==> src/rtl/mem_arb_pkg.sv <==
// Shared encodings for the multicycle-core memory arbiter.
package mem_arb_pkg;

    localparam logic [1:0] S_IDLE = 2'd0;
    localparam logic [1:0] S_BUSY = 2'd1;
    localparam logic [1:0] S_DONE = 2'd2;

    localparam logic PORT_CORE = 1'b0;
    localparam logic PORT_LOAD = 1'b1;

endpackage

==> src/rtl/rr_arb2.sv <==
// Two-way round-robin grant: on a tie the port that did not win last time is chosen.
module rr_arb2
    import mem_arb_pkg::*;
(
    input  logic c_req,
    input  logic l_req,
    input  logic last_grant,
    output logic gnt_valid,
    output logic gnt_port
);

    always_comb begin
        gnt_valid = c_req | l_req;
        if (c_req && l_req) begin
            gnt_port = ~last_grant;
        end else if (l_req) begin
            gnt_port = PORT_LOAD;
        end else begin
            gnt_port = PORT_CORE;
        end
    end

endmodule

==> src/rtl/mem_arbiter_mc.sv <==
// Arbitrates the unified memory between the core and the loader port, one transaction in
// flight, with a bus timeout that aborts a hung access and raises a sticky error.
module mem_arbiter_mc
    import mem_arb_pkg::*;
#(
    parameter int unsigned ADDR_W  = 32,
    parameter int unsigned DATA_W  = 32,
    parameter int unsigned TIMEOUT = 255
) (
    input  logic              clk,
    input  logic              rst,
    input  logic              c_req,
    input  logic              c_we,
    input  logic [ADDR_W-1:0] c_addr,
    input  logic [DATA_W-1:0] c_wdata,
    output logic              c_ack,
    output logic [DATA_W-1:0] c_rdata,
    input  logic              l_req,
    input  logic              l_we,
    input  logic [ADDR_W-1:0] l_addr,
    input  logic [DATA_W-1:0] l_wdata,
    output logic              l_ack,
    output logic [DATA_W-1:0] l_rdata,
    output logic              m_req,
    output logic              m_we,
    output logic [ADDR_W-1:0] m_addr,
    output logic [DATA_W-1:0] m_wdata,
    input  logic [DATA_W-1:0] m_rdata,
    input  logic              m_ack,
    output logic              busy,
    output logic              owner,
    output logic              timeout_err
);

    localparam int unsigned    CntW   = $clog2(TIMEOUT + 1);
    localparam logic [CntW-1:0] CntMax = CntW'(TIMEOUT - 1);

    logic [1:0]        state_q, state_d;
    logic              m_req_q, m_we_q;
    logic [ADDR_W-1:0] m_addr_q;
    logic [DATA_W-1:0] m_wdata_q;
    logic [DATA_W-1:0] c_rdata_q, l_rdata_q;
    logic              owner_q, last_grant_q;
    logic [CntW-1:0]   count_q;
    logic              err_q;
    logic              gnt_valid, gnt_port;
    logic              expired;

    rr_arb2 u_rr_arb2 (
        .c_req      (c_req),
        .l_req      (l_req),
        .last_grant (last_grant_q),
        .gnt_valid  (gnt_valid),
        .gnt_port   (gnt_port)
    );

    assign expired = (count_q == CntMax);

    always_ff @(posedge clk) begin
        if (rst) begin
            state_q <= S_IDLE;
        end else begin
            state_q <= state_d;
        end
    end

    always_comb begin
        state_d = state_q;
        unique case (state_q)
            S_IDLE:  if (gnt_valid) state_d = S_BUSY;
            S_BUSY:  if (m_ack || expired) state_d = S_DONE;
            S_DONE:  state_d = S_IDLE;
            default: state_d = S_IDLE;
        endcase
    end

    always_comb begin
        busy  = (state_q != S_IDLE);
        c_ack = (state_q == S_DONE) && (owner_q == PORT_CORE);
        l_ack = (state_q == S_DONE) && (owner_q == PORT_LOAD);
    end

    // Request registers, timeout counter and per-port read-data capture.
    always_ff @(posedge clk) begin
        if (rst) begin
            m_req_q      <= 1'b0;
            m_we_q       <= 1'b0;
            m_addr_q     <= '0;
            m_wdata_q    <= '0;
            c_rdata_q    <= '0;
            l_rdata_q    <= '0;
            owner_q      <= PORT_CORE;
            last_grant_q <= PORT_LOAD;
            count_q      <= '0;
            err_q        <= 1'b0;
        end else begin
            unique case (state_q)
                S_IDLE: begin
                    if (gnt_valid) begin
                        m_req_q      <= 1'b1;
                        m_we_q       <= (gnt_port == PORT_LOAD) ? l_we    : c_we;
                        m_addr_q     <= (gnt_port == PORT_LOAD) ? l_addr  : c_addr;
                        m_wdata_q    <= (gnt_port == PORT_LOAD) ? l_wdata : c_wdata;
                        owner_q      <= gnt_port;
                        last_grant_q <= gnt_port;
                        count_q      <= '0;
                    end
                end
                S_BUSY: begin
                    if (m_ack) begin
                        m_req_q <= 1'b0;
                        if (!m_we_q) begin
                            if (owner_q == PORT_LOAD) l_rdata_q <= m_rdata;
                            else                      c_rdata_q <= m_rdata;
                        end
                    end else if (expired) begin
                        // Abort: poison the owner's read data even for a write.
                        m_req_q <= 1'b0;
                        err_q   <= 1'b1;
                        if (owner_q == PORT_LOAD) l_rdata_q <= '1;
                        else                      c_rdata_q <= '1;
                    end else begin
                        count_q <= count_q + CntW'(1);
                    end
                end
                default: ;
            endcase
        end
    end

    assign m_req       = m_req_q;
    assign m_we        = m_we_q;
    assign m_addr      = m_addr_q;
    assign m_wdata     = m_wdata_q;
    assign c_rdata     = c_rdata_q;
    assign l_rdata     = l_rdata_q;
    assign owner       = owner_q;
    assign timeout_err = err_q;

endmodule

==> config.mk <==
export PLATFORM = sky130hd
export DESIGN_NAME = mem_arbiter_mc
export DESIGN_NICKNAME = d
export VERILOG_FILES = /design/src/rtl/mem_arb_pkg.sv /design/src/rtl/rr_arb2.sv /design/src/rtl/mem_arbiter_mc.sv
export SDC_FILE = /design/constraint.sdc
export NUM_CORES = 1
export LEC_CHECK = 0
export BUFFER_PORTS_ARGS = -buffer_cell sky130_fd_sc_hd__buf_2
export CAP_MARGIN = 20
export CORE_AREA = 2 2 119 121
export CTS_CLUSTER_SIZE = 10
export DETAILED_ROUTE_END_ITERATION = 8
export DIE_AREA = 0 0 121 123
export PLACE_DENSITY = 0.8
export SETUP_SLACK_MARGIN = 0.4
export SLEW_MARGIN = 10
export SYNTH_ARGS = -nofsm -noshare
export SYNTH_HDL_FRONTEND = slang
export SYNTH_SLANG_ARGS = --single-unit
==> constraint.sdc <==
create_clock -name clk -period 3.7 [get_ports clk]
set_clock_uncertainty 0.05 [all_clocks]
set_input_delay 0.37 -clock clk [delete_from_list [all_inputs] [get_ports clk]]
set_output_delay 0.37 -clock clk [all_outputs]
set_load 0.05 [all_outputs]
==> results of run 1 <==
per-layer routing:
metal  global-route usage  up-vias
met5                    0        -
met4               0.0938        2
met3               0.0567       26
met2                0.367      224
met1                0.258     2574
li1                     -     2874
power by group:
part           switching, mW  internal [mW]
clock network          0.657           1.01
registers             0.0644           1.67
logic                  0.816          0.313
worst paths after layout:
check	end	slack (ps)	depth (start not counted)
max	c_rdata[11]	1700	6
min	m_addr[2]	240	3
max reg2reg	c_rdata[11]	1700	6
min reg2reg	c_rdata[5]	400	2
stage by stage:
step / utilization / power [mW] / area, um2
finish: 0.616 / 4.53 / 8380
global route: 0.616 / 4.73 / 8380
CTS: 0.614 / 4.58 / 8360
detailed placement: 0.571 / 2.90 / 7780
global placement: 0.571 / 2.89 / 7780
floorplan: - / 2.60 / 6240
cells in the final DEF, fill, tap and decap left out, types with 4 or more instances in the layout:
cell type | Yosys | layout
nand2b_1 | 5 | 4
nor3_1 | 66 | 66
buf_4 | 5 | 4
nor2_1 | 72 | 72
clkbuf_16 | 0 | 17
a211oi_2 | 32 | 32
inv_1 | 66 | 66
dfxtp_1 | 143 | 143
a21oi_1 | 6 | 6
buf_12 | 0 | 4
a211oi_1 | 100 | 100
mux2i_1 | 65 | 65
nand3_1 | 8 | 8
buf_2 | 22 | 300
clkinvlp_4 | 0 | 4
final cells by class:
cell class | instances | area [um2] | area share
Clock buffer | 19 | 443 | 0.0529
Clock inverter | 13 | 140 | 0.0167
Inverter | 66 | 248 | 0.0296
Multi-Input combinational cell | 390 | 2850 | 0.340
Sequential cell | 143 | 2860 | 0.342
Tap cell | 180 | 225 | 0.0269
Timing Repair Buffer | 308 | 1610 | 0.192
tightest hold or removal path, stage by stage:
cell and delay, ps:
buf_2 90, mux2i_1 110, a211oi_1 80
state kept, by name (all words and copies together) (netlist names), 2 cells and up:
signal / cells
c_rdata: 32
count_q: 8
l_rdata: 32
m_addr: 32
m_wdata: 32
state_q: 2
kinds of logic (layout without fill, tap and decap cells):
| logic type | count (synthesis) | in the layout |
|---|---|---|
| xor+xnor | 1 | 1 |
| simple gates | 169 | 169 |
| mux | 66 | 66 |
| compound gates | 152 | 152 |
| buf+inv | 124 | 406 |
| flops | 143 | 143 |
| fa+ha+maj | 2 | 2 |
==> impl_metrics.py, run 1 <==
metrics = {
    "status": {
        "status": "complete, no violations",
    },
    "sta": {
        "drv_slew": 0,
        "fin_crit_sh": 0.541,
        "fmax_ghz": 0.500,
        "tightest_slew_ps": 830,
        "min_period_ps": 2000,
        "rsz0062_at_grt": "false",
        "finalHoldViolCount": 0,
        "finalWorstSetupSlack_ps": 1700,
        "fin_tns_setup_ps": 0,
        "setup_violations": 0,
        "hold_slack_ps": 242,
        "relSlewSlack": 0.447,
    },
    "clock_tree": {
        "ctsHoldBuffers": 0,
        "cts_setup_buffers": 0,
        "clkLatencyLatePin_ps": 410,
        "clockBufferDepth": 2,
        "cts_sinks": 143,
        "numCtsBuffers": 17,
        "cts_tree": "yes",
        "post_cts_resized": 0,
        "root_buffer": "clkbuf_16",
        "clkTransAtPathRegs_ps": 60,
        "htree_num_levels": 4,
    },
    "route": {
        "viasPerCell": 5.09,
        "drt_iter0_markers": 310,
        "wl_per_cell_um": 14.8,
        "wl_mm": 16.6,
        "num_vias": 5700,
        "wl_met2_mm": 8.17,
        "firstDrtPassIters": 4,
        "route.met3.wl_mm": 1.25,
        "ant_nets": 0,
        "drc": 0,
        "top_layer": "met5",
        "wl_met1_mm": 6.78,
    },
    "floorplan": {
        "rows": 43,
        "fp.coreArea_um2": 13600,
        "die_y_um": 123,
        "start_util": 0.459,
        "ioPinCount": 302,
        "die_x_um": 121,
        "die_area_um2": 14900,
    },
    "yosys": {
        "ys_top_cells_by_area": "dfxtp_1, a211oi_1, mux2i_1, a211oi_2, nor3_1",
        "synth-seq-cells": 143,
        "synth.distinct_cells": 44,
        "yosysMostFrequentCell": "dfxtp_1",
        "synth_top_family_by_area": "compound AO/OA/AOI/OAI gates",
        "synth_commonest_cells": "dfxtp_1, a211oi_1, nor2_1",
        "synthArstFlopShare": 0,
        "synth.cell_area_um2": 6240,
        "syn_nets": 826,
        "postSynthCellCount": 657,
        "synth-edff-count": 0,
        "synth_xor_xnor_area_share": 0.00140,
        "muxShareOfSynthArea": 0.107,
        "yosysTopAreaCell": "dfxtp_1",
        "avgSynthCellArea_um2": 9.50,
        "synth_top_area_frac": 0.458,
        "seq_area_frac_synth": 0.458,
        "ys.flop_type": "dfxtp_1",
        "synth_compound_area_frac": 0.208,
        "synthAdderAreaFrac": 0.00401,
        "yosysWarnings": 0,
        "yosys.area_share.simple": 0.132,
    },
    "worst_hold_path": {
        "hp-start": "c_addr[2]",
        "hp-class": "in -> reg",
    },
    "setup_path": {
        "critical_path_required_ps": 3910,
        "r2r-start": "count_q[0]",
        "end_kind": "flop",
        "path_cells": "inv_1 -> ha_1 -> nand3_1 -> nor3_4 -> o21bai_4 -> a211oi_1",
        "cp-start-kind": "flop",
        "cp_top_family": "compound AO/OA/AOI/OAI gates",
        "crit_path_start": "count_q[0]",
        "cp.arrival_ps": 2210,
        "path_class": "reg -> reg",
        "critical-path-max-stage-delay_ps": 650,
        "crit_fanout": 32,
        "cp_slowest_cell": "o21bai_4",
        "cp_num_buf_inv": 1,
    },
    "power_and_ir_drop": {
        "p_per_area_nw_per_um2": 541,
        "ir_drop_uv": 305,
        "p_leak_nw": 3.69,
    },
    "grt": {
        "grt_start_max_net_pins": 97,
        "antenna_found_initial": 1,
        "grt_use_total": 0.216,
        "grt_pass1_wl_mm": 25.4,
        "grt.overflow.total": 0,
        "grt_pass1_vias": 5143,
    },
    "cells_and_area": {
        "areaGrowthSynthToFinish_pct": 34.2,
        "drive_gt1_frac": 0.411,
        "diodes": 0,
        "fillers": 1170,
        "instances_no_fill": 1119,
        "final_nets": 1095,
    },
    "place": {
        "io_buffers": 301,
        "place.detailed.hpwl_mm": 12.0,
        "gp_congestion": 0.776,
        "dpl.cell_count": 1086,
        "pre_cts_slack_ps": 1440,
    },
    "job": {
        "cap_viol_max_count": 0,
    },
}
No activity file was read; power rests on OpenSTA's default activity.
==> run 2: changes to the inputs <==
- CORE_AREA: 2 2 119 121 -> unset
- CORE_ASPECT_RATIO: unset -> 1.5
- CORE_UTILIZATION: unset -> 42
- DIE_AREA: 0 0 121 123 -> unset
- PLACE_DENSITY: 0.8 -> 0.77
- clock period: 3.7 -> 1.6 ns (I/O delays scaled with it)
==> impl_metrics.py, run 2 (synthesis gave the netlist of run 1 again) <==
metrics = {
    "status": {
        "status": "finished, violations left",
        "violations": "setup timing",
    },
    "floorplan": {
        "rows": 54,
        "die_x_um": 102,
        "fp.coreArea_um2": 14500,
        "die_y_um": 151,
        "die_area_um2": 15400,
        "ioPinCount": 302,
        "start_util": 0.430,
    },
    "route": {
        "drc": 0,
        "wl_per_cell_um": 20.3,
        "viasPerCell": 5.49,
        "ant_nets": 0,
        "drt_iter0_markers": 260,
        "wl_mm": 24.5,
        "num_vias": 6629,
        "firstDrtPassIters": 4,
    },
    "grt": {
        "antenna_found_initial": 1,
        "grt_use_total": 0.259,
        "grt_pass1_wl_mm": 30.0,
        "grt.overflow.total": 0,
        "grt_pass1_vias": 5999,
        "grt_start_max_net_pins": 65,
    },
    "sta": {
        "finalHoldViolCount": 0,
        "fin_crit_sh": 1.02,
        "min_period_ps": 1630,
        "fin_tns_setup_ps": -122,
        "fmax_ghz": 0.613,
        "tightest_slew_ps": 478,
        "hold_slack_ps": 32.6,
        "finalWorstSetupSlack_ps": -31.0,
        "relSlewSlack": 0.681,
        "rsz0062_at_grt": "true",
        "setup_violations": 8,
        "drv_slew": 0,
    },
    "setup_path": {
        "path_class": "reg -> reg",
        "cp_num_buf_inv": 3,
        "end_kind": "flop",
        "cp_slowest_cell": "dfxtp_4",
        "critical-path-max-stage-delay_ps": 360,
        "path_cells": "buf_6 -> nor2_4 -> buf_4 -> o21a_4 -> buf_4 -> nor2_1 -> a211oi_1",
        "critical_path_required_ps": 1850,
        "cp_common_cell": "buf_4",
        "crit_fanout": 8,
        "cp_top_family": "compound AO/OA/AOI/OAI gates",
        "cp-start-kind": "flop",
        "cp.arrival_ps": 1880,
    },
    "cells_and_area": {
        "layout_common_cells": "buf_2, dfxtp_1, buf_6, a211oi_2, buf_4",
        "fillers": 888,
        "seq_area_um2": 2910,
        "layout_commonest_cell": "buf_2",
        "final_nets": 1168,
        "instances_no_fill": 1208,
        "drive_gt1_frac": 0.575,
        "multi_input_area_um2": 3470,
        "final_core_util": 0.749,
        "areaGrowthSynthToFinish_pct": 74.2,
    },
    "clock_tree": {
        "clockBufferDepth": 2,
        "cts_sinks": 143,
        "numCtsBuffers": 17,
        "cts_tree": "yes",
        "clkLatencyLatePin_ps": 410,
        "clkTransAtPathRegs_ps": 60,
        "htree_num_levels": 4,
        "root_buffer": "clkbuf_16",
    },
    "place": {
        "dpl.cell_count": 1126,
        "place.detailed.hpwl_mm": 13.0,
        "io_buffers": 301,
        "gp_congestion": 0.836,
    },
    "power_and_ir_drop": {
        "internal_power_mw": 8.13,
        "p_sw_frac": 0.339,
        "power.switching_mw": 4.17,
        "p_comb_frac": 0.319,
        "p_leak_nw": 4.46,
        "p_per_area_nw_per_um2": 1130,
        "pwr-share-seq": 0.334,
        "clockPowerShare": 0.347,
        "ir_drop_uv": 646,
    },
    "job": {
        "cap_viol_max_count": 0,
    },
    "worst_hold_path": {
        "hp-class": "in -> reg",
    },
}
-- run 2: worst reg2reg max path: cells and delay by family, from the launching register on --
kind	cells	cell delay [ps]
AND/OR/NAND/NOR	2	200
flip-flops	1	360
buffers and inverters	3	440
AO/OA/AOI/OAI	2	470
-- run 2: path summary, 6_finish.rpt --
| path | from | to | slack, ps | cells past startpoint |
|---|---|---|---|---|
| worst min register to register | l_rdata[13] | l_rdata[13] | 420 | 2 |
| worst min-delay path | c_wdata[14] | m_wdata[14] | 30 | 3 |
| worst max-delay path | state_q[1] | m_wdata[29] | -30 | 7 |
| worst max register to register | state_q[1] | m_wdata[29] | -30 | 7 |
-- run 2: power groups by stage --
stage | logic [mW] | clock network, mW | registers [mW]
2_1_floorplan | 0.953 | 0 | 5.10
3_3_place_gp | 2.77 | 0 | 4.09
3_5_place_dp | 2.79 | 0 | 4.10
4_1_cts | 3.25 | 4.27 | 4.04
5_1_grt | 4.07 | 4.45 | 4.13
6_report | 3.93 | 4.26 | 4.11
-- run 2: routing by layer --
metal / vias to the layer above / share of wire / GRT usage
met3: 77 / 0.062 / 0.0628
met2: 333 / 0.52 / 0.461
met1: 3192 / 0.36 / 0.281
li1: 3027 / - / -
met4: 0 / 0.049 / 0.133
met5: - / 0 / 0
-- run 2: layout make-up --
class / instances / share of cell area
multi-input combinational: 391 / 0.319
timing repair buffer: 380 / 0.310
sequential: 143 / 0.267
clock buffer: 21 / 0.0443
inverter: 66 / 0.0228
tap: 196 / 0.0225
clock inverter: 10 / 0.0137
antenna: 1 / 0.000230
-- run 2: repair_timing --
action | in CTS | in global routing
resized for setup | 226 | 159
endpoints found under the setup margin | 276 | 221
pin swaps | 63 | 42
cloned | 7 | 8
hold buffers | 0 | 0
buffers inserted | 15 | 20
-- run 2: stage by stage --
| stage | worst slack (ps) | power [mW] | area, um2 |
|---|---|---|---|
| after detailed placement | 1.99 | 6.89 | 8200 |
| after CTS | 9.76 | 11.6 | 9870 |
| after global routing | -87.6 | 12.7 | 10900 |
| after floorplan | 147 | 6.06 | 6380 |
| after global placement | 74.2 | 6.85 | 8200 |
| final | -31.0 | 12.3 | 10900 |
==> run 3: changes to the inputs <==
- CAP_MARGIN: 20 -> unset
- PLACE_DENSITY: 0.77 -> unset
- PLACE_DENSITY_LB_ADDON: unset -> 0.15
==> impl_metrics.py, run 3 (synthesis gave the netlist of run 1 again) <==
metrics = {
    "sta": {
        "rsz0062_at_grt": "true",
        "min_period_ps": 1670,
        "finalWorstSetupSlack_ps": -71.8,
        "relSlewSlack": 0.694,
        "fin_crit_sh": 1.04,
        "finalHoldViolCount": 0,
        "setup_violations": 12,
        "hold_slack_ps": 42.4,
        "drv_slew": 0,
        "tightest_slew_ps": 460,
        "fmax_ghz": 0.598,
    },
    "floorplan": {
        "start_util": 0.430,
        "ioPinCount": 302,
        "fp.coreArea_um2": 14500,
        "rows": 54,
        "die_y_um": 151,
        "die_x_um": 102,
        "die_area_um2": 15400,
    },
    "setup_path": {
        "critical_path_required_ps": 1870,
        "cp-start-kind": "flop",
        "path_cells": "inv_2 -> ha_4 -> nand3_4 -> nor3_4 -> o21bai_4 -> clkbuf_16 -> a211oi_2",
        "path_class": "reg -> reg",
        "cp.arrival_ps": 1940,
        "cp_slowest_cell": "dfxtp_2",
        "end_kind": "flop",
        "crit_fanout": 8,
        "critical-path-max-stage-delay_ps": 320,
    },
    "power_and_ir_drop": {
        "ir_drop_uv": 619,
        "p_leak_nw": 4.54,
        "p_per_area_nw_per_um2": 1100,
    },
    "grt": {
        "grt_pass1_vias": 5929,
        "antenna_found_initial": 1,
        "top_usage_layer": "met2",
        "grt_use_met3": 0.0706,
        "use_met1": 0.279,
        "grt.overflow.total": 0,
        "met2_usage": 0.453,
        "grt_start_max_net_pins": 79,
        "grt_use_total": 0.255,
        "grt_pass1_wl_mm": 29.8,
    },
    "cells_and_area": {
        "layout_commonest_cell": "buf_2",
        "final_area_um2": 11100,
        "areaGrowthSynthToFinish_pct": 77.1,
        "layout_common_cells": "buf_2, dfxtp_1, buf_6, a211oi_2, buf_4",
        "final_nets": 1176,
        "final_core_util": 0.761,
        "fillers": 992,
        "drive_gt1_frac": 0.586,
    },
    "place": {
        "gp_congestion": 0.757,
        "pre_cts_slack_ps": 32.3,
        "io_buffers": 301,
        "dpl_cell_area_um2": 8160,
        "place.detailed.hpwl_mm": 12.5,
    },
    "route": {
        "firstDrtPassIters": 4,
        "wl_per_cell_um": 18.2,
        "wl_mm": 22.1,
        "drt_iter0_markers": 191,
        "ant_nets": 0,
        "num_vias": 6356,
        "drc": 0,
        "viasPerCell": 5.23,
    },
    "clock_tree": {
        "cts_sinks": 143,
        "numCtsBuffers": 17,
        "root_buffer": "clkbuf_16",
        "clkLatencyLatePin_ps": 410,
        "cts_tree": "yes",
        "clockBufferDepth": 2,
        "htree_num_levels": 4,
        "clkTransAtPathRegs_ps": 70,
    },
    "status": {
        "violations": "setup timing",
        "status": "finished, violations left",
    },
    "worst_hold_path": {
        "hp-class": "in -> reg",
    },
    "job": {
        "cap_viol_max_count": 0,
    },
}
run 3: timing repair:
action,in CTS,in global routing
endpoints found under the setup margin,277,221
pin swaps,21,48
buffers inserted,28,10
endpoints found under the hold margin,5,0
hold buffers,1,0
gates cloned,15,5
gates resized for setup,235,171
run 3: area by class of cell:
type	count	area, um2	area share
repair buffers	388	3580	0.323
multi-input cells	391	3480	0.315
flip-flops and latches	143	2920	0.264
clock buffers	18	450	0.0407
inverters	66	248	0.0224
well taps	196	245	0.0222
clock inverters	12	134	0.0121
diodes	2	5.00	0.000453
run 3: stage by stage:
stage,setup TNS (ps),instances,power (mW)
6_report,-180,1216,12.1
3_5_place_dp,0,1125,6.86
2_1_floorplan,0,657,6.06
4_1_cts,0,1199,11.7
5_1_grt,-3440,1215,12.6
3_3_place_gp,0,1125,6.84
run 3: path summary, 6_finish.rpt:
path / startpoint / endpoint / slack (ps) / depth (start not counted)
worst max-delay path: count_q[0] / c_rdata[19] / -70 / 7
worst min-delay path: c_addr[12] / m_addr[12] / 40 / 3
worst max register to register: count_q[0] / c_rdata[19] / -70 / 7
worst min register to register: c_rdata[1] / c_rdata[1] / 410 / 2
run 3: report_power, final:
part	internal [mW]	switching [mW]	total, mW	leakage (nW)
registers	3.87	0.221	4.09	1.19
clock network	2.38	1.57	3.95	0.272
logic	1.79	2.31	4.10	3.08
run 3: routing by layer:
layer  vias up  wire length, um
met3        37             1320
met2       262            12000
met4         0              554
li1       3042                -
met5         -                0
met1      3015             8190
run 3: critical path, delay by kind of cell, from the launching register on:
| family | cells | cell delay [ps] |
|---|---|---|
| compound gates | 2 | 390 |
| buf+inv | 2 | 280 |
| simple gates | 2 | 410 |
| fa+ha+maj | 1 | 130 |
| flops | 1 | 320 |
